$ cat config.mk
export PLATFORM = sky130hd
export DESIGN_NAME = hazard_ctrl_flat
export DESIGN_NICKNAME = d
export VERILOG_FILES = /design/src/rtl/hazard_ctrl_pkg.sv /design/src/rtl/hazard_ctrl_if.sv /design/src/rtl/hazard_ctrl_sat_counter.sv /design/src/rtl/hazard_ctrl.sv /design/src/flat_wrapper.sv
export SDC_FILE = /design/constraint.sdc
export NUM_CORES = 1
export LEC_CHECK = 0
export CAP_MARGIN = 20
export CORE_MARGIN = 2
export CORE_UTILIZATION = 51
export DETAILED_ROUTE_END_ITERATION = 6
export PLACE_DENSITY = 0.85
export SYNTH_ARGS = -nofsm -noshare
export SYNTH_HDL_FRONTEND = slang
export SYNTH_SLANG_ARGS = --single-unit
$ cat constraint.sdc
create_clock -name clk -period 5 [get_ports clk]
set_clock_uncertainty 0.1 [all_clocks]
set_input_delay 1.25 -clock clk [delete_from_list [all_inputs] [get_ports clk]]
set_output_delay 1.25 -clock clk [all_outputs]
set_load 0.02 [all_outputs]
$ cat src/rtl/hazard_ctrl_pkg.sv
// rtl/hazard_ctrl_pkg.sv - shared pipeline defines for the hazard controller
package hazard_ctrl_pkg;
  localparam int REG_W = 5;

  typedef enum logic {
    RUN  = 1'b0,
    WAIT = 1'b1
  } state_t;
endpackage

$ cat src/rtl/hazard_ctrl_if.sv
// rtl/hazard_ctrl_if.sv - pipeline-side signal bundle for the hazard controller
interface hazard_ctrl_if #(
  parameter int CNT_W = 16
);
  import hazard_ctrl_pkg::*;

  logic [REG_W-1:0] ID_Rs;
  logic [REG_W-1:0] ID_Rt;
  logic             ID_UsesRt;
  logic             ID_Jump;
  logic             EX_MemRead;
  logic             EX_RegWrite;
  logic [REG_W-1:0] EX_Write_register;
  logic             EX_BranchTaken;
  logic             MEM_Access;
  logic             mem_ready;
  logic             PC_Write;
  logic             IFID_Write;
  logic             IFID_Flush;
  logic             IDEX_Stall;
  logic             Pipe_Freeze;
  logic             mem_timeout;
  logic [CNT_W-1:0] stall_count;
  logic [CNT_W-1:0] flush_count;

  modport master (
    output ID_Rs, ID_Rt, ID_UsesRt, ID_Jump, EX_MemRead, EX_RegWrite,
           EX_Write_register, EX_BranchTaken, MEM_Access, mem_ready,
    input  PC_Write, IFID_Write, IFID_Flush, IDEX_Stall, Pipe_Freeze,
           mem_timeout, stall_count, flush_count
  );

  modport slave (
    input  ID_Rs, ID_Rt, ID_UsesRt, ID_Jump, EX_MemRead, EX_RegWrite,
           EX_Write_register, EX_BranchTaken, MEM_Access, mem_ready,
    output PC_Write, IFID_Write, IFID_Flush, IDEX_Stall, Pipe_Freeze,
           mem_timeout, stall_count, flush_count
  );
endinterface

$ cat src/rtl/hazard_ctrl_sat_counter.sv
// rtl/hazard_ctrl_sat_counter.sv - event counter that sticks at all-ones
module sat_counter #(
  parameter int W = 16
) (
  input  logic         clk,
  input  logic         clr,
  input  logic         inc,
  output logic [W-1:0] count
);
  always_ff @(posedge clk) begin
    if (clr) begin
      count <= '0;
    end else if (inc && (count != {W{1'b1}})) begin
      count <= count + 1'b1;
    end
  end
endmodule

$ cat src/rtl/hazard_ctrl.sv
// rtl/hazard_ctrl.sv - pipeline stall/flush/freeze control with memory-wait watchdog
module hazard_ctrl
  import hazard_ctrl_pkg::*;
#(
  parameter int TIMEOUT = 255,
  parameter int CNT_W   = 16
) (
  input logic         clk,
  input logic         reset,
  hazard_ctrl_if.slave hz
);
  localparam int WC_W = (TIMEOUT < 1) ? 1 : $clog2(TIMEOUT + 1);
  localparam logic [WC_W-1:0] WC_MAX = WC_W'(TIMEOUT);

  state_t          state, state_nxt;
  logic [WC_W-1:0] wait_cnt, wait_nxt;
  logic            timeout_q;
  logic            freeze, load_use;
  logic            pc_write, ifid_write, ifid_flush, idex_stall, pipe_freeze;

  assign freeze   = hz.MEM_Access && !hz.mem_ready;
  assign load_use = hz.EX_MemRead && hz.EX_RegWrite && (hz.EX_Write_register != '0) &&
                    ((hz.EX_Write_register == hz.ID_Rs) ||
                     (hz.ID_UsesRt && (hz.EX_Write_register == hz.ID_Rt)));

  // Priority: memory freeze, then taken branch, then load-use, then jump.
  always_comb begin
    pc_write    = 1'b1;
    ifid_write  = 1'b1;
    ifid_flush  = 1'b0;
    idex_stall  = 1'b0;
    pipe_freeze = 1'b0;
    if (freeze) begin
      pc_write    = 1'b0;
      ifid_write  = 1'b0;
      pipe_freeze = 1'b1;
    end else if (hz.EX_BranchTaken) begin
      ifid_flush = 1'b1;
      idex_stall = 1'b1;
    end else if (load_use) begin
      pc_write   = 1'b0;
      ifid_write = 1'b0;
      idex_stall = 1'b1;
    end else if (hz.ID_Jump) begin
      ifid_flush = 1'b1;
    end
  end

  always_comb begin
    state_nxt = state;
    wait_nxt  = wait_cnt;
    case (state)
      RUN: begin
        wait_nxt = '0;
        if (freeze) state_nxt = WAIT;
      end
      WAIT: begin
        if (!freeze) state_nxt = RUN;
        if (wait_cnt != WC_MAX) wait_nxt = wait_cnt + 1'b1;
      end
      default: state_nxt = RUN;
    endcase
  end

  always_ff @(posedge clk) begin
    if (reset) begin
      state     <= RUN;
      wait_cnt  <= '0;
      timeout_q <= 1'b0;
    end else begin
      state    <= state_nxt;
      wait_cnt <= wait_nxt;
      if (wait_nxt == WC_MAX) timeout_q <= 1'b1;
    end
  end

  sat_counter #(.W(CNT_W)) u_stall_cnt (
    .clk  (clk),
    .clr  (reset),
    .inc  (freeze || (load_use && !hz.EX_BranchTaken)),
    .count(hz.stall_count)
  );

  sat_counter #(.W(CNT_W)) u_flush_cnt (
    .clk  (clk),
    .clr  (reset),
    .inc  (ifid_flush),
    .count(hz.flush_count)
  );

  assign hz.PC_Write    = pc_write;
  assign hz.IFID_Write  = ifid_write;
  assign hz.IFID_Flush  = ifid_flush;
  assign hz.IDEX_Stall  = idex_stall;
  assign hz.Pipe_Freeze = pipe_freeze;
  assign hz.mem_timeout = timeout_q;
endmodule

$ cat src/flat_wrapper.sv
// flat-port wrapper written by rule: the top's interface ports become plain ports
module hazard_ctrl_flat import hazard_ctrl_pkg::*;
#(
  parameter int TIMEOUT = 255,
  parameter int CNT_W   = 16
)
  (clk, reset, hz_ID_Rs, hz_ID_Rt, hz_ID_UsesRt, hz_ID_Jump, hz_EX_MemRead, hz_EX_RegWrite, hz_EX_Write_register, hz_EX_BranchTaken, hz_MEM_Access, hz_mem_ready, hz_PC_Write, hz_IFID_Write, hz_IFID_Flush, hz_IDEX_Stall, hz_Pipe_Freeze, hz_mem_timeout, hz_stall_count, hz_flush_count);
  hazard_ctrl_if #(.CNT_W(CNT_W)) hz_i ();
  input logic clk;
  input logic reset;
  input wire logic [$bits(hz_i.ID_Rs)-1:0] hz_ID_Rs;
  input wire logic [$bits(hz_i.ID_Rt)-1:0] hz_ID_Rt;
  input wire logic [$bits(hz_i.ID_UsesRt)-1:0] hz_ID_UsesRt;
  input wire logic [$bits(hz_i.ID_Jump)-1:0] hz_ID_Jump;
  input wire logic [$bits(hz_i.EX_MemRead)-1:0] hz_EX_MemRead;
  input wire logic [$bits(hz_i.EX_RegWrite)-1:0] hz_EX_RegWrite;
  input wire logic [$bits(hz_i.EX_Write_register)-1:0] hz_EX_Write_register;
  input wire logic [$bits(hz_i.EX_BranchTaken)-1:0] hz_EX_BranchTaken;
  input wire logic [$bits(hz_i.MEM_Access)-1:0] hz_MEM_Access;
  input wire logic [$bits(hz_i.mem_ready)-1:0] hz_mem_ready;
  output wire logic [$bits(hz_i.PC_Write)-1:0] hz_PC_Write;
  output wire logic [$bits(hz_i.IFID_Write)-1:0] hz_IFID_Write;
  output wire logic [$bits(hz_i.IFID_Flush)-1:0] hz_IFID_Flush;
  output wire logic [$bits(hz_i.IDEX_Stall)-1:0] hz_IDEX_Stall;
  output wire logic [$bits(hz_i.Pipe_Freeze)-1:0] hz_Pipe_Freeze;
  output wire logic [$bits(hz_i.mem_timeout)-1:0] hz_mem_timeout;
  output wire logic [$bits(hz_i.stall_count)-1:0] hz_stall_count;
  output wire logic [$bits(hz_i.flush_count)-1:0] hz_flush_count;
  assign hz_i.ID_Rs = hz_ID_Rs;
  assign hz_i.ID_Rt = hz_ID_Rt;
  assign hz_i.ID_UsesRt = hz_ID_UsesRt;
  assign hz_i.ID_Jump = hz_ID_Jump;
  assign hz_i.EX_MemRead = hz_EX_MemRead;
  assign hz_i.EX_RegWrite = hz_EX_RegWrite;
  assign hz_i.EX_Write_register = hz_EX_Write_register;
  assign hz_i.EX_BranchTaken = hz_EX_BranchTaken;
  assign hz_i.MEM_Access = hz_MEM_Access;
  assign hz_i.mem_ready = hz_mem_ready;
  assign hz_PC_Write = hz_i.PC_Write;
  assign hz_IFID_Write = hz_i.IFID_Write;
  assign hz_IFID_Flush = hz_i.IFID_Flush;
  assign hz_IDEX_Stall = hz_i.IDEX_Stall;
  assign hz_Pipe_Freeze = hz_i.Pipe_Freeze;
  assign hz_mem_timeout = hz_i.mem_timeout;
  assign hz_stall_count = hz_i.stall_count;
  assign hz_flush_count = hz_i.flush_count;
  hazard_ctrl #(.TIMEOUT(TIMEOUT), .CNT_W(CNT_W)) u_core (.clk(clk), .reset(reset), .hz(hz_i));
endmodule
==> metrics.txt <==
multi-input logic area=1266 um^2; routability congestion estimate=0.8681; commonest non-fill, non-tap cell in the layout=clkdlybuf4s50_1; largest net degree at the start of global routing=38; non-filler cells in the finished layout=375; # clock sinks=42; syn avg cell area=8.258 um^2; status=finished clean; drt pass-1 iters=4; worst setup margin=0.2860 ns; endpoint class of the critical path=output port; crit start category=primary input; Worst Path Arrival=3.36 ns; initial DRC count=142; CTS tree=done; Post-route DRC=0; Mapped Area=2188 um^2; max frequency=212.1 MHz; htree depth=2; Relative slew margins=0.6670; Tcrit/Tclk final=0.9428; Syn Inst Count=265; Async SR Flop Fraction=0; Root Buffer=clkbuf_8; routed vias=2063; antenna-violating nets left=0; syn_nets=292; I/O Pins=62; dpl cells=367; Diodes inserted=0; pre-CTS setup slack=0.2857 ns; crit path kind=in2out; Via density=5.501; synthesis-stage register bit count=42; pwr/cell area=233.9 nW/um^2; Initial Util=0.5393; gr ovfl total=0; Unique masters post-synth=42; clock-pin slew on the worst setup and hold paths=0.07 ns; RSZ-0062 raised after global routing=false; Final Setup Violations=0; Tot GR Track Use=0.2129; CTS Buffer Depth=2; Hold Vio Cnt, Final=0; IO buf count=61; number of fill cells=327; later-pin clock latency in the skew report=0.29 ns; Die Y=69.51 um; Peak VDD IR=0.0001761 V; initial antenna violation count=0; post-CTS setup buffer count=0; Seq/Total Area, Yosys=0.3842; Post-synth EDFFs=0; maximum capacitance violations=0; total routed wirelength=5012 um; reg-to-reg critical path startpoint=u_core.u_flush_cnt.count[3]$_SDFFE_PP0P_; hold buffer count at cts=0; vias in the first global route=1927; type of the most critical hold path=reg2reg; Worst setup startpoint=hz_EX_Write_register[0]; area grow syn2layout=33.45%; Layout Nets=351; Cell Rows=23; R2R depth=6; HP Start=u_core.hz.mem_timeout$_SDFFE_PP0N_; slew at the pin closest to its max-slew limit=0.4868 ns; Die X=69.51 um; FF+latch area=840.8 um^2; final worst path period need=4.714 ns; setup_tns=0 ns; YS warnings=0; Leakage Power=0.0009538 uW; TritonCTS Buffers=5; CP Data Required Time=3.65 ns; Core Area=4058 um^2; Final Max Tran Viols=0; PostCTS Resize Cnt=0; global-route wire length before repair=8576 um; routed len/inst=13.37 um; share of layout cells above drive strength 1=0.05231; DP HPWL=3570 um; Hold Crit Depth=2; DIE AREA=4831 um^2; Synth Flop Type=dfxtp_1; commonest cells after routing, fill and taps aside=clkdlybuf4s50_1 (61), dfxtp_1 (42), nor2_1 (40); Max FO, Critical Path=3
-- critical path: stages --
cell             delay (ns)
clkdlybuf4s50_1        0.47
or4_1                  0.56
o211ai_2               0.23
o31a_1                 0.23
clkdlybuf4s50_1        0.63
-- worst paths after layout --
kind / end / slack [ns]
setup / recovery: hz_IFID_Write / 0.29
hold / removal: u_core.hz.mem_timeout$_SDFFE_PP0N_ / 0.36
setup reg to reg: u_core.u_flush_cnt.count[7]$_SDFFE_PP0P_ / 2.81
hold reg to reg: u_core.hz.mem_timeout$_SDFFE_PP0N_ / 0.36
-- metal layers --
layer,part of all wire,track usage,up-vias
li1,-,-,1053
met1,0.45,0.2561,944
met2,0.49,0.3729,60
met3,0.054,0.04797,6
met4,0.011,0.07190,0
met5,0,0,-
-- cell type report --
type,count,area share
inverter,5,0.006427
tap,50,0.02142
multi-input combinational,207,0.4336
timing repair buffer,63,0.2142
clock buffer,7,0.02614
clock inverter,1,0.01028
sequential,42,0.2879
-- synth_stat cells (2+ instances only) --
library cell,count,area share
buf_2,2,0.0046
nor4_1,5,0.014
nor3b_1,4,0.014
ha_1,3,0.017
xor2_1,11,0.044
o211ai_2,2,0.011
clkbuf_1,5,0.0086
and2_1,3,0.0086
dfxtp_1,42,0.38
nor3_1,8,0.018
or4_1,4,0.014
and4_1,3,0.012
xnor2_1,20,0.080
nand4_1,7,0.020
nand2b_1,2,0.0057
or3_1,7,0.020
a21oi_1,15,0.034
nor2_1,40,0.069
o31ai_1,3,0.010
a2111oi_0,2,0.0080
nand3_1,15,0.034
buf_6,2,0.010
nor4b_2,2,0.014
nand2_1,21,0.036
a211oi_1,3,0.010
inv_1,5,0.0086
and3_1,5,0.014
o21ai_0,10,0.023
-- kinds of logic after synthesis --
logic type | share of synthesized area
xor+xnor | 0.1241
fa+ha+maj | 0.01715
compound gates | 0.1286
mux | 0.009720
flops | 0.3842
simple gates | 0.2990
buf+inv | 0.03717
-- metrics by stage --
step	cell area [um^2]	power (uW)	hold slack, ns	util
floorplan	2188	392.8	0.3465	-
global placement	2814	428.4	0.3489	0.6935
detailed placement	2814	430.5	0.3532	0.6935
CTS	2920	689.0	0.3649	0.7197
global route	2920	709.1	0.3963	0.7197
finish	2920	683.0	0.3588	0.7197
-- registers in the layout, summed over array words and instances (netlist names) --
name	count
u_core.u_flush_cnt.count	16
u_core.u_stall_cnt.count	16
u_core.wait_cnt	8
u_core.hz.mem_timeout	1
u_core.state	1
-- power breakdown --
group | internal, uW | total [uW] | switching [uW]
Clock | 149 | 260 | 110
Sequential | 339 | 345 | 6.40
Combinational | 39.5 | 78.2 | 38.7
No activity file was read; power rests on OpenSTA's default activity.
